==> config.mk <==
export PLATFORM = sky130hd
export DESIGN_NAME = dma_modport
export DESIGN_NICKNAME = d
export VERILOG_FILES = /design/src/rtl/dma_reg_pkg.sv /design/src/rtl/dma_modport_engine.sv /design/src/rtl/dma_modport.sv
export SDC_FILE = /design/constraint.sdc
export NUM_CORES = 1
export LEC_CHECK = 0
export CAP_MARGIN = 40
export CORE_UTILIZATION = 25
export CTS_CLUSTER_SIZE = 28
export DETAILED_ROUTE_END_ITERATION = 10
export PLACE_DENSITY = 0.44
export SLEW_MARGIN = 15
export SYNTH_ARGS = -nofsm -noshare
export SYNTH_HDL_FRONTEND = slang
export SYNTH_HIERARCHICAL = 1
export SYNTH_SLANG_ARGS = --single-unit
==> constraint.sdc <==
create_clock -name clk -period 3.6 [get_ports clk]
set_clock_uncertainty 0.05 [all_clocks]
set_input_delay 0.36 -clock clk [delete_from_list [all_inputs] [get_ports clk]]
set_output_delay 0.36 -clock clk [all_outputs]
set_load 0.005 [all_outputs]
==> src/rtl/dma_reg_pkg.sv <==
// Shared definitions for the DMA register block: register map, engine states, field positions.
package dma_reg_pkg;

    localparam int unsigned REG_W     = 32;
    localparam int unsigned MAP_AW    = 12;
    localparam int unsigned WCOUNT_W  = 15;
    localparam int unsigned ERR_W     = 5;
    localparam int unsigned CFG_W     = 9;

    localparam logic [MAP_AW-1:0] ADDR_INTR       = 12'h400;
    localparam logic [MAP_AW-1:0] ADDR_CTRL       = 12'h404;
    localparam logic [MAP_AW-1:0] ADDR_IO_ADDR    = 12'h408;
    localparam logic [MAP_AW-1:0] ADDR_MEM_ADDR   = 12'h40C;
    localparam logic [MAP_AW-1:0] ADDR_EXTRA_INFO = 12'h410;
    localparam logic [MAP_AW-1:0] ADDR_STATUS     = 12'h414;
    localparam logic [MAP_AW-1:0] ADDR_XFER_COUNT = 12'h418;
    localparam logic [MAP_AW-1:0] ADDR_DESC_ADDR  = 12'h41C;
    localparam logic [MAP_AW-1:0] ADDR_ERR_STATUS = 12'h420;
    localparam logic [MAP_AW-1:0] ADDR_CONFIG     = 12'h424;

    localparam int unsigned CTRL_START_BIT       = 0;
    localparam int unsigned CTRL_IO_MEM_BIT      = 16;
    localparam int unsigned ERR_ALIGN_BIT        = 2;
    localparam int unsigned CFG_AUTO_RESTART_BIT = 2;

    localparam logic [7:0] ERR_CODE_ALIGN = 8'h02;

    typedef enum logic [1:0] {
        ST_IDLE  = 2'd0,
        ST_BUSY  = 2'd1,
        ST_DONE  = 2'd2,
        ST_ERROR = 2'd3
    } dma_state_e;

endpackage

==> src/rtl/dma_modport_engine.sv <==
// Transfer-progress engine: state machine, transfer counter, start bit, error and interrupt status.
module dma_modport_engine
    import dma_reg_pkg::*;
(
    input  logic                clk,
    input  logic                rst,
    input  logic                start_req,
    input  logic [15:0]         io_addr_lo,
    input  logic [1:0]          mem_addr_lo,
    input  logic [WCOUNT_W-1:0] w_count,
    input  logic                auto_restart,
    input  logic [ERR_W-1:0]    err_w1c,
    output dma_state_e          state,
    output logic                start_dma,
    output logic [REG_W-1:0]    transfer_count,
    output logic [ERR_W-1:0]    err_flags,
    output logic [7:0]          error_code,
    output logic [15:0]         error_addr_offset,
    output logic                done_intr
);

    dma_state_e         state_nxt;
    logic               start_nxt;
    logic [REG_W-1:0]   count_nxt;
    logic [ERR_W-1:0]   err_nxt;
    logic [7:0]         code_nxt;
    logic [15:0]        offset_nxt;
    logic               intr_nxt;
    logic               launch;
    logic               aligned;

    assign aligned = (io_addr_lo[1:0] == 2'b00) && (mem_addr_lo == 2'b00);

    always_ff @(posedge clk or negedge rst) begin
        if (!rst) begin
            state             <= ST_IDLE;
            start_dma         <= 1'b0;
            transfer_count    <= '0;
            err_flags         <= '0;
            error_code        <= '0;
            error_addr_offset <= '0;
            done_intr         <= 1'b0;
        end else begin
            state             <= state_nxt;
            start_dma         <= start_nxt;
            transfer_count    <= count_nxt;
            err_flags         <= err_nxt;
            error_code        <= code_nxt;
            error_addr_offset <= offset_nxt;
            done_intr         <= intr_nxt;
        end
    end

    // W1C is applied first so a same-cycle error set overrides the clear.
    always_comb begin
        state_nxt  = state;
        start_nxt  = start_dma;
        count_nxt  = transfer_count;
        err_nxt    = err_flags & ~err_w1c;
        code_nxt   = error_code;
        offset_nxt = error_addr_offset;
        intr_nxt   = done_intr;
        launch     = 1'b0;

        case (state)
            ST_IDLE:  launch = start_req;
            ST_BUSY: begin
                if (transfer_count == REG_W'(w_count)) begin
                    state_nxt = ST_DONE;
                    start_nxt = 1'b0;
                    intr_nxt  = 1'b1;
                end else begin
                    count_nxt = transfer_count + REG_W'(1);
                end
            end
            ST_DONE:  launch = start_req || auto_restart;
            ST_ERROR: begin
                if (err_nxt == '0) begin
                    state_nxt = ST_IDLE;
                end
            end
            default:  state_nxt = ST_IDLE;
        endcase

        if (launch) begin
            if (aligned) begin
                state_nxt = ST_BUSY;
                start_nxt = 1'b1;
                count_nxt = '0;
            end else begin
                state_nxt              = ST_ERROR;
                start_nxt              = 1'b0;
                err_nxt[ERR_ALIGN_BIT] = 1'b1;
                code_nxt               = ERR_CODE_ALIGN;
                offset_nxt             = io_addr_lo;
            end
        end
    end

endmodule

==> src/rtl/dma_modport.sv <==
// DMA register block: bus decode, programming registers, registered read mux around the engine.
module dma_modport
    import dma_reg_pkg::*;
#(
    parameter int unsigned DATA_WIDTH = 32,
    parameter int unsigned ADDR_WIDTH = 32
) (
    input  logic                  clk,
    input  logic                  rst,
    input  logic                  wr_en,
    input  logic [ADDR_WIDTH-1:0] addr,
    input  logic [DATA_WIDTH-1:0] wdata,
    output logic [DATA_WIDTH-1:0] rdata
);

    logic [REG_W-1:0]    wd;
    logic [REG_W-1:0]    rd_val;
    logic [15:0]         intr_mask;
    logic [WCOUNT_W-1:0] w_count;
    logic                io_mem;
    logic [REG_W-1:0]    io_addr;
    logic [REG_W-1:0]    mem_addr;
    logic [REG_W-1:0]    extra_info;
    logic [REG_W-1:0]    desc_addr;
    logic [CFG_W-1:0]    cfg;

    dma_state_e          state;
    logic                start_dma;
    logic [REG_W-1:0]    transfer_count;
    logic [ERR_W-1:0]    err_flags;
    logic [7:0]          error_code;
    logic [15:0]         error_addr_offset;
    logic                done_intr;
    logic                start_req_c;
    logic [ERR_W-1:0]    err_w1c_c;

    assign wd = REG_W'(wdata);

    function automatic logic hit(input logic [ADDR_WIDTH-1:0] a, input logic [MAP_AW-1:0] reg_addr);
        return a == ADDR_WIDTH'(reg_addr);
    endfunction

    assign start_req_c = wr_en && hit(addr, ADDR_CTRL) && wd[CTRL_START_BIT];
    assign err_w1c_c   = (wr_en && hit(addr, ADDR_ERR_STATUS)) ? wd[ERR_W-1:0] : '0;

    dma_modport_engine u_engine (
        .clk               (clk),
        .rst               (rst),
        .start_req         (start_req_c),
        .io_addr_lo        (io_addr[15:0]),
        .mem_addr_lo       (mem_addr[1:0]),
        .w_count           (w_count),
        .auto_restart      (cfg[CFG_AUTO_RESTART_BIT]),
        .err_w1c           (err_w1c_c),
        .state             (state),
        .start_dma         (start_dma),
        .transfer_count    (transfer_count),
        .err_flags         (err_flags),
        .error_code        (error_code),
        .error_addr_offset (error_addr_offset),
        .done_intr         (done_intr)
    );

    // RW register writes; a start write during a transfer leaves CTRL untouched.
    always_ff @(posedge clk or negedge rst) begin
        if (!rst) begin
            intr_mask  <= '0;
            w_count    <= '0;
            io_mem     <= 1'b0;
            io_addr    <= '0;
            mem_addr   <= '0;
            extra_info <= '0;
            desc_addr  <= '0;
            cfg        <= '0;
        end else if (wr_en) begin
            if (hit(addr, ADDR_INTR))       intr_mask  <= wd[31:16];
            if (hit(addr, ADDR_CTRL) && !(state == ST_BUSY && wd[CTRL_START_BIT])) begin
                w_count <= wd[WCOUNT_W:1];
                io_mem  <= wd[CTRL_IO_MEM_BIT];
            end
            if (hit(addr, ADDR_IO_ADDR))    io_addr    <= wd;
            if (hit(addr, ADDR_MEM_ADDR))   mem_addr   <= wd;
            if (hit(addr, ADDR_EXTRA_INFO)) extra_info <= wd;
            if (hit(addr, ADDR_DESC_ADDR))  desc_addr  <= wd;
            if (hit(addr, ADDR_CONFIG))     cfg        <= wd[CFG_W-1:0];
        end
    end

    always_comb begin
        rd_val = '0;
        if (hit(addr, ADDR_INTR))       rd_val = {intr_mask, 15'd0, done_intr};
        if (hit(addr, ADDR_CTRL))       rd_val = {15'd0, io_mem, w_count, start_dma};
        if (hit(addr, ADDR_IO_ADDR))    rd_val = io_addr;
        if (hit(addr, ADDR_MEM_ADDR))   rd_val = mem_addr;
        if (hit(addr, ADDR_EXTRA_INFO)) rd_val = extra_info;
        if (hit(addr, ADDR_STATUS))     rd_val = {16'd0, 8'd0, 4'(state), 1'b0,
                                                  state == ST_ERROR, state == ST_DONE, state == ST_BUSY};
        if (hit(addr, ADDR_XFER_COUNT)) rd_val = transfer_count;
        if (hit(addr, ADDR_DESC_ADDR))  rd_val = desc_addr;
        if (hit(addr, ADDR_ERR_STATUS)) rd_val = {error_addr_offset, error_code, 3'd0, err_flags};
        if (hit(addr, ADDR_CONFIG))     rd_val = {23'd0, cfg};
    end

    always_ff @(posedge clk or negedge rst) begin
        if (!rst) begin
            rdata <= '0;
        end else if (!wr_en) begin
            rdata <= DATA_WIDTH'(rd_val);
        end
    end

endmodule

== After elaboration in Yosys (flattened, before gate mapping) ==
Cells that the tools add are included.

* Flip-flop bits (word level): 259
* Latch bits: 0
* Memory bits (writable): 0
* ROM bits: 0
* Output and inout bits: 32
* Logic and storage cells: 89
* Memories: 0

* $add $sub $neg: 1
* Multiply operators: 0
* Div/mod/pow operators: 0
* Order comparisons: 0
* Equality and inequality tests: 16
* Shift-type cells: 0
* Multiplexer cells: 27
* Bitwise logic cells: 3
* Reduce and logical (&&, ||, !) cells: 26

{| class="wikitable"
|+ Operators with widths
! kind !! count
|-
| 32-bit 2-to-1 mux || 14
|-
| 32-bit by 11-bit == test with 1-bit output, second input constant || 10
|-
| 32-bit by 1-bit adder with 32-bit output, second input constant || 1
|-
| 32-bit by 15-bit == test with 1-bit output || 1
|-
| 2-bit AND reduction || 10
|-
| 2-bit 2-to-1 mux || 4
|-
| 1-bit logical AND || 6
|-
| 2-bit zero test || 3
|-
| 1-bit 2-to-1 mux || 6
|-
| 3-bit by 1-bit inequality test with 1-bit output, second input constant || 2
|-
| 5-bit AND || 1
|-
| 5-bit zero test || 1
|-
| 5-bit 2-to-1 mux || 1
|-
| 5-bit NOT || 1
|-
| 2-bit == test, second input constant || 2
|-
| 2-bit one-hot mux with 2 select lines || 1
|-
| 2-bit nonzero test || 2
|-
| 3-bit AND reduction || 1
|-
| 3-bit nonzero test || 1
|-
| 2-bit by 1-bit == test with 1-bit output, second input constant || 1
|-
| 1-bit one-hot mux with 2 select lines || 1
|-
| 1-bit zero test || 1
|-
| 1-bit logical OR || 1
|-
| 1-bit NOT || 1
|}

== Logic depth before layout (Yosys ltp) ==
Gate-level depths: netlist (run 1).

* Depth after elaboration: 11
* Gate-level depth with buffers: 13
* Gate-level depth less buffers: 10

== Cells and area by module ==
The synthesis (run 1) kept the hierarchy.

{| class="wikitable"
|+ Modules (own cells, without submodules)
! module !! times used !! cells each !! area an instance (um^2)
|-
| dma_modport || 1 || 775 || 9791.9
|-
| dma_modport_engine || 1 || 306 || 3096.7
|}

== Least setup slack after synthesis (run 1) ==
OpenSTA, ideal clock, no wires.

* Kind: in2reg
* Start: input addr[30]
* End: register u_engine.error_addr_offset[10]
* Setup time: 0.125 ns
* Arrival time: 3.069 ns
* Slack: 0.356 ns
* Stages: 9
* Buffers on the path: 2
* Path through: nor4_1 nand4_1 buf_2 nor4_1 and3_1 a21oi_1 nor3_2 buf_2 mux2_2

* Longest elaborated chain between the ends: 6

{| class="wikitable"
|+ RTL lines
! what !! RTL line !! RTL
|-
| start: declaration || dma_modport.sv:11 || <nowiki>input logic [ADDR_WIDTH-1:0] addr,</nowiki>
|-
| 32-bit by 11-bit == test with 1-bit output * || dma_modport.sv:40 || <nowiki>return a == ADDR_WIDTH'(reg_addr);</nowiki>
|-
| 1-bit logical AND * (2 in series) || dma_modport.sv:43 || <nowiki>assign start_req_c = wr_en && hit(addr, ADDR_CTRL) && wd[CTRL_START_BIT];</nowiki>
|-
| via start_req_c || dma_modport.sv:34 || <nowiki>logic start_req_c;</nowiki>
|-
| 1-bit logical OR || dma_modport_engine.sv:76 || <nowiki>ST_DONE: launch = start_req || auto_restart;</nowiki>
|-
| 1-bit one-hot mux with 2 select lines * || dma_modport_engine.sv:65 || <nowiki>case (state)</nowiki>
|-
| 2-bit AND reduction (no line) * || - ||
|-
| end signal: assignment || dma_modport_engine.sv:49 || <nowiki>error_addr_offset <= offset_nxt;</nowiki>
|-
| end: declaration || dma_modport_engine.sv:18 || <nowiki>output logic [15:0] error_addr_offset,</nowiki>
|}

Mark *: on every way through the listed nets, which the timed path passes. The rest lies on a longest branch.
A chain may end at the register's enable or synchronous reset.

== Final worst setup path (run 1) ==
* Start: input addr[7]
* End: register u_engine.transfer_count[20]

* Longest elaborated chain between the ends: 6

{| class="wikitable"
|+ RTL lines
! what !! RTL line !! RTL
|-
| 32-bit by 11-bit == test with 1-bit output * || dma_modport.sv:40 ||
|-
| 1-bit logical AND * (2 in series) || dma_modport.sv:43 ||
|-
| via start_req_c || dma_modport.sv:34 ||
|-
| 1-bit logical OR || dma_modport_engine.sv:76 ||
|-
| 1-bit one-hot mux with 2 select lines * || dma_modport_engine.sv:65 ||
|-
| 32-bit 2-to-1 mux * || dma_modport_engine.sv:85 || <nowiki>if (launch) begin</nowiki>
|-
| via u_engine.count_nxt[20] || dma_modport_engine.sv:24 || <nowiki>logic [REG_W-1:0] count_nxt;</nowiki>
|-
| end signal: assignment || dma_modport_engine.sv:46 || <nowiki>transfer_count <= count_nxt;</nowiki>
|-
| end: declaration || dma_modport_engine.sv:15 || <nowiki>output logic [REG_W-1:0] transfer_count,</nowiki>
|}

Marked as above.

==> impl_results.html, run 1 <==
<table>
<tr><th>Metric</th><th>Value</th></tr>
<tr><th colspan="2">Run status</th></tr>
<tr><td>Run status</td><td>completed</td></tr>
<tr><th colspan="2">Synth</th></tr>
<tr><td>Most used standard cell by instance count after synthesis</td><td>sky130_fd_sc_hd__dfrtp_1</td></tr>
<tr><td>Post-synth design cell area</td><td>12,900 um^2</td></tr>
<tr><td>Main combinational cell family by area after synthesis</td><td>multiplexers</td></tr>
<tr><td>Post-synth EDFFs</td><td>0</td></tr>
<tr><td>Per-instance average area after synthesis</td><td>11.9 um^2</td></tr>
<tr><td>Area share of fa/ha/maj cells after synthesis</td><td>0.0971%</td></tr>
<tr><td>Xor and xnor area share after synthesis</td><td>1.90%</td></tr>
<tr><td>Multiplexer share of the synthesized area</td><td>18.9%</td></tr>
<tr><td>Post-synthesis cell type count</td><td>77</td></tr>
<tr><td>YS warnings</td><td>6</td></tr>
<tr><td>Sequential element share of the synthesized area</td><td>50.3%</td></tr>
<tr><td>Cell accounting for the most synthesized area</td><td>sky130_fd_sc_hd__dfrtp_1</td></tr>
<tr><td>Gate count of the mapped netlist</td><td>1,081</td></tr>
<tr><td>Area fraction in compound gates after synthesis</td><td>13.9%</td></tr>
<tr><td>Share of the synthesized area in the top cell type</td><td>50.3%</td></tr>
<tr><td>Synth top area cells</td><td>sky130_fd_sc_hd__dfrtp_1, sky130_fd_sc_hd__mux2_2, sky130_fd_sc_hd__mux2_1, sky130_fd_sc_hd__a22oi_1, sky130_fd_sc_hd__nand2_1</td></tr>
<tr><td>Area share of and/or/nand/nor cells after synthesis</td><td>11.5%</td></tr>
<tr><td>Most frequent cells after synthesis</td><td>sky130_fd_sc_hd__dfrtp_1, sky130_fd_sc_hd__mux2_2, sky130_fd_sc_hd__nand2_1</td></tr>
<tr><td>Most used DFF post-synth</td><td>sky130_fd_sc_hd__dfrtp_1</td></tr>
<tr><td>Asr flop ratio synth</td><td>100%</td></tr>
<tr><td>Register bit total from synthesis</td><td>259</td></tr>
<tr><th colspan="2">Floorplan</th></tr>
<tr><td>Die Height</td><td>229 um</td></tr>
<tr><td>Number of rows in the core area</td><td>82</td></tr>
<tr><td>Initial Utilization</td><td>25.5%</td></tr>
<tr><td>Core area</td><td>50,500 um^2</td></tr>
<tr><td>Die area</td><td>52,500 um^2</td></tr>
<tr><td>Ports</td><td>99</td></tr>
<tr><td>Width of the chip</td><td>229 um</td></tr>
<tr><th colspan="2">Cells and area</th></tr>
<tr><td>Share of cells above drive strength 1</td><td>24.0%</td></tr>
<tr><td>ANT cells</td><td>0</td></tr>
<tr><td>Area added between synthesis and finish</td><td>23.3%</td></tr>
<tr><td>Final design instance area without fill</td><td>15,900 um^2</td></tr>
<tr><td>Post-layout net count</td><td>1,268</td></tr>
<tr><th colspan="2">Timing</th></tr>
<tr><td>Setup repair after global routing missed its margin</td><td>no</td></tr>
<tr><td>Tightest Pin Transition</td><td>0.642 ns</td></tr>
<tr><td>Post-route clock period utilization</td><td>79.7%</td></tr>
<tr><td>Minimum clock period after layout</td><td>2.87 ns</td></tr>
<tr><td>Relative slew margins</td><td>56.8%</td></tr>
<tr><td>Setup violations, final</td><td>0</td></tr>
<tr><td>Peak Freq</td><td>0.348 GHz</td></tr>
<tr><td>Final Hold Fails</td><td>0</td></tr>
<tr><td>Post-Route Setup TNS</td><td>0 ns</td></tr>
<tr><td>Final count of pins violating max slew</td><td>0</td></tr>
<tr><th colspan="2">Clocking</th></tr>
<tr><td>TritonCTS buffer count</td><td>31</td></tr>
<tr><td>Number of gates given a new drive strength after cts</td><td>0</td></tr>
<tr><td>Cell chosen for the clock root</td><td>sky130_fd_sc_hd__clkbuf_16</td></tr>
<tr><td>Hold buffer count at cts</td><td>1</td></tr>
<tr><td>Max clock buf depth</td><td>3</td></tr>
<tr><td>Setup bufs post-CTS</td><td>0</td></tr>
<tr><td>Clock-pin slew reported for the worst setup and hold paths after clock tree synthesis</td><td>0.06 ns</td></tr>
<tr><td>Clock sink count</td><td>259</td></tr>
<tr><td>TritonCTS clock tree</td><td>yes</td></tr>
<tr><td>CTS H-tree lvls</td><td>1</td></tr>
<tr><td>Latest clock arrival within the worst-skew pair</td><td>0.58 ns</td></tr>
<tr><th colspan="2">Hold path</th></tr>
<tr><td>Hold Crit Class</td><td>input pin to register</td></tr>
<tr><th colspan="2">Power and ir drop</th></tr>
<tr><td>Power density cells</td><td>408 nW/um^2</td></tr>
<tr><td>Static Leakage</td><td>0.00719 uW</td></tr>
<tr><td>Sum of internal, switching and leakage power</td><td>6490 uW</td></tr>
<tr><td>Worst voltage drop across the vdd grid</td><td>0.299 mV</td></tr>
<tr><th colspan="2">Global routing</th></tr>
<tr><td>Total global routing overflow</td><td>0</td></tr>
<tr><td>Initial antenna violation count</td><td>1</td></tr>
<tr><td>Vias in the first global route</td><td>9,774</td></tr>
<tr><td>Total GRT Usage</td><td>15.8%</td></tr>
<tr><td>Wire length of the first global-routing pass</td><td>64,100 um</td></tr>
<tr><td>Largest net degree at the start of global routing</td><td>102</td></tr>
<tr><th colspan="2">Routing</th></tr>
<tr><td>Number of iterations in the first detailed-routing pass</td><td>5</td></tr>
<tr><td>DR vias</td><td>9,398</td></tr>
<tr><td>Detailed Route WL</td><td>41,100 um</td></tr>
<tr><td>Per-cell routed wire length</td><td>21.7 um</td></tr>
<tr><td>DRT antenna net count</td><td>0</td></tr>
<tr><td>DRC marker count from the first detailed-route iteration</td><td>672</td></tr>
<tr><td>DRC violation count after routing</td><td>0</td></tr>
<tr><td>Average via count per standard cell</td><td>4.96</td></tr>
<tr><th colspan="2">Worst setup path</th></tr>
<tr><td>Startpoint type of the worst setup path</td><td>input pin</td></tr>
<tr><td>Data required time at the worst endpoint</td><td>4.00 ns</td></tr>
<tr><td>Type of element capturing the critical path</td><td>register</td></tr>
<tr><td>Crit Path Max Fanout</td><td>28</td></tr>
<tr><td>Worst setup path class</td><td>input pin to register</td></tr>
<tr><td>Arrival time worst endpoint</td><td>3.27 ns</td></tr>
<tr><th colspan="2">Placed design</th></tr>
<tr><td>Port-buffer cells</td><td>98</td></tr>
<tr><td>Total cell area at the placement stage</td><td>14,800 um^2</td></tr>
<tr><td>Sum of net half-perimeters after detailed placement</td><td>28,700 um</td></tr>
<tr><td>Global placer's final weighted congestion</td><td>0.811</td></tr>
<tr><th colspan="2">Job</th></tr>
<tr><td>Number of max-cap violations</td><td>0</td></tr>
</table>
flip-flops by register name, indices dropped and copies added (netlist names), 16 cells and up:
signal                      flops
desc_addr                      32
u_engine/error_addr_offset     16
mem_addr                       32
rdata                          32
u_engine/transfer_count        32
extra_info                     32
io_addr                        32
intr_mask                      16
power breakdown:
part | internal, uW | total, uW | switching [uW] | leakage [uW]
Combinational | 152 | 358 | 205 | 0.00321
Sequential | 2930 | 2950 | 14.7 | 0.00347
Clock | 1930 | 3190 | 1260 | 0.000516
metrics by stage:
step	worst slack, ns	hold WS (ns)	utilization [%]	std cells
6_report	0.730	0.254	31.5	1895
5_1_grt	0.634	0.274	31.5	1895
4_1_cts	0.811	0.230	31.5	1895
3_5_place_dp	0.212	0.357	29.4	1838
3_3_place_gp	0.174	0.362	29.3	1836
2_1_floorplan	0.356	0.0144	-	1087
cell usage in the layout (no fill, tap or decap), drive strengths merged, types with 7 or more instances in the layout:
| cell type | instances |
|---|---|
| dfrtp | 259 |
| mux2 | 204 |
| clkdlybuf4s50 | 95 |
| nand2 | 75 |
| buf | 59 |
| clkbuf | 51 |
| nor2 | 41 |
| a21oi | 39 |
| a22oi | 37 |
| o21ai | 34 |
| o211ai | 25 |
| xnor2 | 25 |
| a211oi | 24 |
| nor4 | 22 |
| nand4 | 20 |
| nor3 | 20 |
| a22o | 17 |
| nand3 | 15 |
| inv | 13 |
| and3 | 12 |
| a2bb2oi | 11 |
| a221o | 10 |
| and2 | 9 |
| a31o | 8 |
| nor2b | 7 |
| nand2b | 7 |
| conb | 7 |
logic make-up after synthesis:
kind of cell / after synthesis
mux: 211
simple gates: 253
xor+xnor: 28
compound gates: 241
buf+inv: 87
flops: 259
other cells: 1
fa+ha+maj: 1
area by class of cell:
class                           instances  area, um^2
Timing Repair Buffer                  155        1480
Fill cell                            5198       34600
Multi-Input combinational cell        741        6000
Inverter                               12        45.0
Clock buffer                           51         991
Sequential cell                       259        6480
Clock inverter                          5        56.3
Tap cell                              672         841
per-layer routing:
metal / global-route usage [%] / wire (um) / vias up
met2: 24.6 / 18400 / 188
met3: 3.05 / 1810 / 50
met4: 3.31 / 755 / 0
li1: - / - / 4293
met5: 0 / 0 / -
met1: 22.7 / 20200 / 4867
path summary, 6_finish.rpt:
kind                                                      startpoint                                     to  slack [ns]  cells past startpoint
worst max register to register  u_engine/transfer_count[0]$_DFF_PN0_   u_engine/transfer_count[5]$_DFF_PN0_        1.04                      7
min in group asynchronous                                        rst              extra_info[0]$_DFFE_PN0P_        0.34                      2
worst min register to register        u_engine/done_intr$_DFFE_PN0P_         u_engine/done_intr$_DFFE_PN0P_        0.43                      1
max in group asynchronous                                        rst  u_engine/transfer_count[18]$_DFF_PN0_        2.17                      3
worst min-delay path                                           wr_en          u_engine/state[0]$_DFFE_PN0P_        0.25                      4
worst max-delay path                                         addr[7]  u_engine/transfer_count[20]$_DFF_PN0_        0.73                     10
critical path: stages:
cell                              delay [ns]
sky130_fd_sc_hd__clkdlybuf4s50_1        0.51
sky130_fd_sc_hd__or4_1                  0.65
sky130_fd_sc_hd__nor4_1                 0.42
sky130_fd_sc_hd__and3_1                 0.34
sky130_fd_sc_hd__a21oi_1                0.14
sky130_fd_sc_hd__nor2_1                 0.15
sky130_fd_sc_hd__and2_1                 0.19
sky130_fd_sc_hd__buf_12                 0.19
sky130_fd_sc_hd__a211oi_1               0.06
sky130_fd_sc_hd__a31o_2                 0.24
(Power assumes the default switching activity.)
==> run 2: changes to the inputs <==
==> constraint.sdc (replaced) <==
create_clock -name clk -period 2.9 [get_ports clk]
set_clock_uncertainty 0.05 [all_clocks]
set_input_delay 0.29 -clock clk [delete_from_list [all_inputs] [get_ports clk]]
set_output_delay 0.29 -clock clk [all_outputs]
set_load 0.005 [all_outputs]
==> impl_results.html, run 2 (same netlist as run 1, synthesis figures left out) <==
<table>
<tr><th>Metric</th><th>Value</th></tr>
<tr><th colspan="2">Routing</th></tr>
<tr><td>Per-cell routed wire length</td><td>21.0 um (-3.4%)</td></tr>
<tr><td>DRC violation count after routing</td><td>0 (unchanged)</td></tr>
<tr><td>Detailed Route WL</td><td>40,700 um (-0.87%)</td></tr>
<tr><td>DRT antenna net count</td><td>0 (unchanged)</td></tr>
<tr><td>DR vias</td><td>9,508 (+1.2%)</td></tr>
<tr><td>DRC marker count from the first detailed-route iteration</td><td>657 (-2.2%)</td></tr>
<tr><td>Average via count per standard cell</td><td>4.89 (-1.4%)</td></tr>
<tr><td>Number of iterations in the first detailed-routing pass</td><td>5 (unchanged)</td></tr>
<tr><th colspan="2">Worst setup path</th></tr>
<tr><td>Highest cell delay on the worst timing path</td><td>0.62 ns (-0.03 ns)</td></tr>
<tr><td>Arrival time worst endpoint</td><td>3.04 ns (-0.23 ns)</td></tr>
<tr><td>CP cell instances</td><td>nor4_1 &gt; nand4_1 &gt; nor4_4 &gt; and2_0 &gt; o21ai_0 &gt; a21oi_1</td></tr>
<tr><td>Worst path top cell family by delay</td><td>simple AND/OR/NAND/NOR gates</td></tr>
<tr><td>Buffers plus inverters on the worst setup path</td><td>0 (-2)</td></tr>
<tr><td>Worst setup path class</td><td>register to register</td></tr>
<tr><td>Crit Path Max Fanout</td><td>8 (-71%)</td></tr>
<tr><td>Data required time at the worst endpoint</td><td>3.34 ns (-0.66 ns)</td></tr>
<tr><td>Startpoint type of the worst setup path</td><td>register</td></tr>
<tr><td>Cell with the largest stage delay on the worst path</td><td>sky130_fd_sc_hd__nor4_4</td></tr>
<tr><td>Type of element capturing the critical path</td><td>register</td></tr>
<tr><th colspan="2">Clocking</th></tr>
<tr><td>TritonCTS clock tree</td><td>yes</td></tr>
<tr><td>Max clock buf depth</td><td>3 (unchanged)</td></tr>
<tr><td>Latest clock arrival within the worst-skew pair</td><td>0.58 ns (about the same)</td></tr>
<tr><td>Clock sink count</td><td>259 (unchanged)</td></tr>
<tr><td>Clock-pin slew reported for the worst setup and hold paths after clock tree synthesis</td><td>0.06 ns (about the same)</td></tr>
<tr><td>CTS H-tree lvls</td><td>1 (unchanged)</td></tr>
<tr><td>TritonCTS buffer count</td><td>31 (unchanged)</td></tr>
<tr><td>Cell chosen for the clock root</td><td>sky130_fd_sc_hd__clkbuf_16</td></tr>
<tr><td>Setup bufs post-CTS</td><td>0 (unchanged)</td></tr>
<tr><th colspan="2">Floorplan</th></tr>
<tr><td>Die Height</td><td>229 um (unchanged)</td></tr>
<tr><td>Number of rows in the core area</td><td>82 (unchanged)</td></tr>
<tr><td>Width of the chip</td><td>229 um (unchanged)</td></tr>
<tr><td>Ports</td><td>99 (unchanged)</td></tr>
<tr><td>Initial Utilization</td><td>25.5% (unchanged)</td></tr>
<tr><td>Die area</td><td>52,500 um^2 (unchanged)</td></tr>
<tr><td>Core area</td><td>50,500 um^2 (unchanged)</td></tr>
<tr><th colspan="2">Placed design</th></tr>
<tr><td>Post-place setup slack</td><td>-0.238 ns (-0.451 ns)</td></tr>
<tr><td>Port-buffer cells</td><td>98 (unchanged)</td></tr>
<tr><td>Sum of net half-perimeters after detailed placement</td><td>29,900 um (+4.1%)</td></tr>
<tr><td>Global placer's final weighted congestion</td><td>0.828 (+2.1%)</td></tr>
<tr><th colspan="2">Timing</th></tr>
<tr><td>Minimum clock period after layout</td><td>2.60 ns</td></tr>
<tr><td>Relative slew margins</td><td>47.8% (-9.0 points)</td></tr>
<tr><td>Final count of pins violating max slew</td><td>0 (unchanged)</td></tr>
<tr><td>Setup repair after global routing missed its margin</td><td>no</td></tr>
<tr><td>Post-route clock period utilization</td><td>89.7%</td></tr>
<tr><td>Worst hold-check slack</td><td>0.214 ns (-0.0399 ns)</td></tr>
<tr><td>Smallest setup slack after layout</td><td>0.298 ns (-0.432 ns)</td></tr>
<tr><td>Tightest Pin Transition</td><td>0.776 ns (+0.134 ns)</td></tr>
<tr><td>Peak Freq</td><td>0.384 GHz</td></tr>
<tr><td>Setup violations, final</td><td>0 (unchanged)</td></tr>
<tr><td>Final Hold Fails</td><td>0 (unchanged)</td></tr>
<tr><th colspan="2">Job</th></tr>
<tr><td>Number of max-cap violations</td><td>0 (unchanged)</td></tr>
<tr><th colspan="2">Global routing</th></tr>
<tr><td>Vias in the first global route</td><td>9,810 (+0.37%)</td></tr>
<tr><td>Initial antenna violation count</td><td>0 (-1)</td></tr>
<tr><td>Total GRT Usage</td><td>15.7% (-0.14 points)</td></tr>
<tr><td>Largest net degree at the start of global routing</td><td>77 (-25%)</td></tr>
<tr><td>Total global routing overflow</td><td>0 (unchanged)</td></tr>
<tr><td>Wire length of the first global-routing pass</td><td>63,500 um (-0.91%)</td></tr>
<tr><th colspan="2">Power and ir drop</th></tr>
<tr><td>Worst voltage drop across the vdd grid</td><td>0.427 mV (+43%)</td></tr>
<tr><td>Sum of internal, switching and leakage power</td><td>7850 uW (+21%)</td></tr>
<tr><td>Static Leakage</td><td>0.00746 uW (+3.7%)</td></tr>
<tr><td>Power density cells</td><td>481 nW/um^2 (+18%)</td></tr>
<tr><th colspan="2">Cells and area</th></tr>
<tr><td>Most frequent cells in the layout</td><td>sky130_fd_sc_hd__dfrtp_1, sky130_fd_sc_hd__mux2_2, sky130_fd_sc_hd__clkdlybuf4s50_1, sky130_fd_sc_hd__buf_4, sky130_fd_sc_hd__nand2_1</td></tr>
<tr><td>Commonest non-fill, non-tap cell in the layout</td><td>sky130_fd_sc_hd__dfrtp_1</td></tr>
<tr><td>Post-layout net count</td><td>1,321 (+4.2%)</td></tr>
<tr><td>Share of cells above drive strength 1</td><td>26.7% (+2.7 points)</td></tr>
<tr><td>Area added between synthesis and finish</td><td>26.7%</td></tr>
<tr><th colspan="2">Run status</th></tr>
<tr><td>Run status</td><td>completed</td></tr>
<tr><th colspan="2">Hold path</th></tr>
<tr><td>Hold Crit Class</td><td>input pin to register</td></tr>
</table>
-- run 2: cell types whose count changed in the layout (fill, tap and decap cells not counted), moves of 3 or more --
| cell | before | now |
|---|---|---|
| sky130_fd_sc_hd__buf_12 | 4 | 14 |
| sky130_fd_sc_hd__clkbuf_8 | 14 | 7 |
| sky130_fd_sc_hd__buf_4 | 50 | 94 |
| sky130_fd_sc_hd__clkbuf_1 | 6 | 9 |
-- run 2: metrics by stage --
| step | cell area [um^2] | std cells | util (%) | TNS [ns] |
|---|---|---|---|---|
| floorplan | 12900 | 1087 | - | 0 |
| global placement | 15300 | 1890 | 30.4 | -8.39 |
| global route | 16300 | 1943 | 32.4 | 0 |
| detailed placement | 15400 | 1891 | 30.4 | -8.81 |
| finish | 16300 | 1944 | 32.4 | 0 |
| CTS | 16300 | 1943 | 32.4 | 0 |
-- run 2: final timing paths --
kind | startpoint | endpoint | cells after the start | slack, ns
min in group asynchronous | rst | desc_addr[1]$_DFFE_PN0P_ | 2 | 0.23
setup reg to reg | u_engine/transfer_count[20]$_DFF_PN0_ | u_engine/transfer_count[5]$_DFF_PN0_ | 6 | 0.30
setup / recovery | u_engine/transfer_count[20]$_DFF_PN0_ | u_engine/transfer_count[5]$_DFF_PN0_ | 6 | 0.30
max in group asynchronous | rst | rdata[2]$_DFFE_PN0N_ | 3 | 1.74
hold reg to reg | io_addr[19]$_DFFE_PN0P_ | io_addr[19]$_DFFE_PN0P_ | 1 | 0.43
hold / removal | wr_en | rdata[3]$_DFFE_PN0N_ | 3 | 0.21
-- run 2: power breakdown --
group	internal (uW)	switching [uW]
combinational	204	255
sequential	3640	18.7
clock	2220	1520
total	6060	1790
-- run 2: what timing repair did --
item | CTS | global route
hold endpoints to repair | 59 | 0
hold buffers | 1 | 0
gates resized for setup | 0 | 0
-- run 2: layer usage --
metal  vias up  routed length (um)  track usage, %  share of wire, %
met5         -                   0               0                 0
met4         0                 600            3.17               1.5
met3        40                1650            2.48               4.1
met2       162               18200            23.8                45
met1      4903               20300            23.4                50
li1       4403                   -               -                 -
-- run 2: area by class of cell --
| class | count | area, um^2 |
|---|---|---|
| inverter | 12 | 45.0 |
| clock buffer | 47 | 906 |
| fill | 5128 | 34100 |
| sequential | 259 | 6480 |
| tap | 672 | 841 |
| multi-input combinational | 741 | 6020 |
| antenna | 1 | 2.50 |
| clock inverter | 4 | 60.1 |
| timing repair buffer | 208 | 1980 |
-- run 2: worst min-delay path, delay by kind of cell --
kind                   cells  cell delay (ns)
AO/OA/AOI/OAI              2             0.27
buffers and inverters      1             0.22
==> run 3: changes to the inputs <==
--- a/config.mk
+++ b/config.mk
@@ -7,8 +7,10 @@
 export LEC_CHECK = 0
 export CAP_MARGIN = 40
 export CORE_UTILIZATION = 25
+export CTS_BUF_LIST = sky130_fd_sc_hd__clkbuf_8
 export CTS_CLUSTER_SIZE = 28
 export DETAILED_ROUTE_END_ITERATION = 10
+export GPL_ROUTABILITY_DRIVEN = 1
 export PLACE_DENSITY = 0.44
 export SLEW_MARGIN = 15
 export SYNTH_ARGS = -nofsm -noshare
==> impl_results.html, run 3 (same netlist as run 1, synthesis figures left out) <==
<table>
<tr><th>Metric</th><th>Value</th></tr>
<tr><th colspan="2">Run status</th></tr>
<tr><td>Run status</td><td>completed</td></tr>
<tr><th colspan="2">Global routing</th></tr>
<tr><td>Largest net degree at the start of global routing</td><td>77 (unchanged)</td></tr>
<tr><td>Total global routing overflow</td><td>0 (unchanged)</td></tr>
<tr><td>Wire length of the first global-routing pass</td><td>64,000 um (+0.82%)</td></tr>
<tr><td>Vias in the first global route</td><td>9,978 (+1.7%)</td></tr>
<tr><td>Total GRT Usage</td><td>16.0% (+0.27 points)</td></tr>
<tr><td>Initial antenna violation count</td><td>0 (unchanged)</td></tr>
<tr><th colspan="2">Clocking</th></tr>
<tr><td>TritonCTS clock tree</td><td>yes</td></tr>
<tr><td>Cell chosen for the clock root</td><td>sky130_fd_sc_hd__clkbuf_8</td></tr>
<tr><td>Setup bufs post-CTS</td><td>0 (unchanged)</td></tr>
<tr><td>Clock sink count</td><td>259 (unchanged)</td></tr>
<tr><td>Number of gates given a new drive strength after cts</td><td>0 (unchanged)</td></tr>
<tr><td>Hold buffer count at cts</td><td>1 (unchanged)</td></tr>
<tr><td>Latest clock arrival within the worst-skew pair</td><td>0.62 ns (+0.04 ns)</td></tr>
<tr><td>Max clock buf depth</td><td>3 (unchanged)</td></tr>
<tr><td>Clock-pin slew reported for the worst setup and hold paths after clock tree synthesis</td><td>0.07 ns (about the same)</td></tr>
<tr><td>CTS H-tree lvls</td><td>2 (+1)</td></tr>
<tr><td>TritonCTS buffer count</td><td>50 (+61%)</td></tr>
<tr><th colspan="2">Floorplan</th></tr>
<tr><td>Initial Utilization</td><td>25.5% (unchanged)</td></tr>
<tr><td>Core area</td><td>50,500 um^2 (unchanged)</td></tr>
<tr><td>Number of rows in the core area</td><td>82 (unchanged)</td></tr>
<tr><td>Die area</td><td>52,500 um^2 (unchanged)</td></tr>
<tr><td>Width of the chip</td><td>229 um (unchanged)</td></tr>
<tr><td>Die Height</td><td>229 um (unchanged)</td></tr>
<tr><td>Ports</td><td>99 (unchanged)</td></tr>
<tr><th colspan="2">Worst setup path</th></tr>
<tr><td>Crit Path Max Fanout</td><td>8 (unchanged)</td></tr>
<tr><td>Type of element capturing the critical path</td><td>register</td></tr>
<tr><td>Data required time at the worst endpoint</td><td>3.37 ns (+0.03 ns)</td></tr>
<tr><td>Worst setup slack for register-to-register paths</td><td>0.22 ns (-0.07 ns)</td></tr>
<tr><td>FF-to-FF Start</td><td>u_engine/transfer_count[24]$_DFF_PN0_</td></tr>
<tr><td>Startpoint type of the worst setup path</td><td>register</td></tr>
<tr><td>Startpoint of the worst setup timing path</td><td>u_engine/transfer_count[24]$_DFF_PN0_</td></tr>
<tr><td>Worst setup path class</td><td>register to register</td></tr>
<tr><td>Arrival time worst endpoint</td><td>3.14 ns (+0.10 ns)</td></tr>
<tr><th colspan="2">Placed design</th></tr>
<tr><td>Port-buffer cells</td><td>98 (unchanged)</td></tr>
<tr><td>Global placer's final weighted congestion</td><td>0.828 (unchanged)</td></tr>
<tr><td>Sum of net half-perimeters after detailed placement</td><td>29,900 um (unchanged)</td></tr>
<tr><th colspan="2">Timing</th></tr>
<tr><td>Final Hold Fails</td><td>0 (unchanged)</td></tr>
<tr><td>Tightest Pin Transition</td><td>0.763 ns (-0.0133 ns)</td></tr>
<tr><td>Post-route clock period utilization</td><td>92.3% (+2.6 points)</td></tr>
<tr><td>Setup repair after global routing missed its margin</td><td>no</td></tr>
<tr><td>Minimum clock period after layout</td><td>2.68 ns (+0.0745 ns)</td></tr>
<tr><td>Peak Freq</td><td>0.374 GHz (-2.8%)</td></tr>
<tr><td>Final count of pins violating max slew</td><td>0 (unchanged)</td></tr>
<tr><td>Setup violations, final</td><td>0 (unchanged)</td></tr>
<tr><td>Relative slew margins</td><td>48.7% (+0.90 points)</td></tr>
<tr><th colspan="2">Power and ir drop</th></tr>
<tr><td>Worst voltage drop across the vdd grid</td><td>0.240 mV (-44%)</td></tr>
<tr><td>Power density cells</td><td>469 nW/um^2 (-2.3%)</td></tr>
<tr><td>Sum of internal, switching and leakage power</td><td>7670 uW (-2.3%)</td></tr>
<tr><td>Static Leakage</td><td>0.00757 uW (+1.5%)</td></tr>
<tr><th colspan="2">Cells and area</th></tr>
<tr><td>Share of cells above drive strength 1</td><td>27.7% (+1.0 points)</td></tr>
<tr><td>Filler Cell Count</td><td>5,171 (+0.84%)</td></tr>
<tr><td>Commonest non-fill, non-tap cell in the layout</td><td>sky130_fd_sc_hd__dfrtp_1</td></tr>
<tr><td>Area added between synthesis and finish</td><td>26.8% (about the same)</td></tr>
<tr><td>Post-layout net count</td><td>1,340 (+1.4%)</td></tr>
<tr><td>Most frequent cells in the layout</td><td>sky130_fd_sc_hd__dfrtp_1, sky130_fd_sc_hd__mux2_2, sky130_fd_sc_hd__clkdlybuf4s50_1, sky130_fd_sc_hd__buf_4, sky130_fd_sc_hd__nand2_1</td></tr>
<tr><td>Final core utilization</td><td>32.4% (about the same)</td></tr>
<tr><th colspan="2">Hold path</th></tr>
<tr><td>Hold Crit Class</td><td>input pin to async pin</td></tr>
<tr><th colspan="2">Routing</th></tr>
<tr><td>Per-cell routed wire length</td><td>20.9 um (-0.38%)</td></tr>
<tr><td>DRC violation count after routing</td><td>0 (unchanged)</td></tr>
<tr><td>Detailed Route WL</td><td>41,400 um (+1.6%)</td></tr>
<tr><td>DRC marker count from the first detailed-route iteration</td><td>646 (-1.7%)</td></tr>
<tr><td>DRT antenna net count</td><td>0 (unchanged)</td></tr>
<tr><td>Average via count per standard cell</td><td>4.85 (-0.90%)</td></tr>
<tr><td>DR vias</td><td>9,611 (+1.1%)</td></tr>
<tr><td>Number of iterations in the first detailed-routing pass</td><td>6 (+1)</td></tr>
<tr><th colspan="2">Job</th></tr>
<tr><td>Number of max-cap violations</td><td>0 (unchanged)</td></tr>
</table>
==> run 3: report_power, final <==
part | switching, uW | internal [uW] | leakage [uW]
sequential | 18.7 | 3640 | 0.00347
combinational | 255 | 204 | 0.00351
clock | 1620 | 1940 | 0.000585
total | 1890 | 5780 | 0.00757
==> run 3: layout make-up <==
class                   count  area (um^2)  share of cell area [%]
well taps                 672          841                    5.14
repair buffers            208         1980                    12.1
diodes                      1         2.50                  0.0153
multi-input cells         741         6020                    36.8
inverters                  12         45.0                   0.276
clock buffers              63          867                    5.30
clock inverters            27          110                   0.674
flip-flops and latches    259         6480                    39.7
==> run 3: worst paths after layout <==
path | endpoint | depth (start not counted)
min | cfg[1]$_DFFE_PN0P_ | 2
max | u_engine/transfer_count[5]$_DFF_PN0_ | 6
max reg2reg | u_engine/transfer_count[5]$_DFF_PN0_ | 6
max in group asynchronous | mem_addr[20]$_DFFE_PN0P_ | 3
min reg2reg | io_addr[19]$_DFFE_PN0P_ | 1
min in group clk | rdata[3]$_DFFE_PN0N_ | 3
==> run 3: per-stage QoR <==
step / TNS [ns] / instances / cell area [um^2] / hold WS [ns] / setup WS [ns]
floorplan: 0 / 1087 / 12900 / -0.0556 / 0.00608
global placement: -8.39 / 1890 / 15300 / 0.250 / -0.234
detailed placement: -8.81 / 1891 / 15400 / 0.246 / -0.238
CTS: 0 / 1982 / 16300 / 0.152 / 0.235
global route: 0 / 1982 / 16300 / 0.192 / 0.0995
finish: 0 / 1983 / 16300 / 0.184 / 0.224
==> run 3: critical path, stage by stage, from the launching register on <==
cell	delay [ns]
sky130_fd_sc_hd__dfrtp_1	0.46
sky130_fd_sc_hd__nor4_1	0.36
sky130_fd_sc_hd__nand4_1	0.29
sky130_fd_sc_hd__nor4_4	0.62
sky130_fd_sc_hd__and2_0	0.49
sky130_fd_sc_hd__o21ai_0	0.17
sky130_fd_sc_hd__a21oi_1	0.16
==> run 3: per-layer routing <==
| metal | vias to the layer above | wire length (um) | GRT usage [%] | part of all wire [%] |
|---|---|---|---|---|
| met5 | - | 0 | 0 | 0 |
| met4 | 0 | 871 | 4.63 | 2.1 |
| met3 | 60 | 1640 | 2.94 | 4.0 |
| met2 | 185 | 18200 | 23.9 | 44 |
| met1 | 4917 | 20700 | 23.2 | 50 |
| li1 | 4449 | - | - | - |
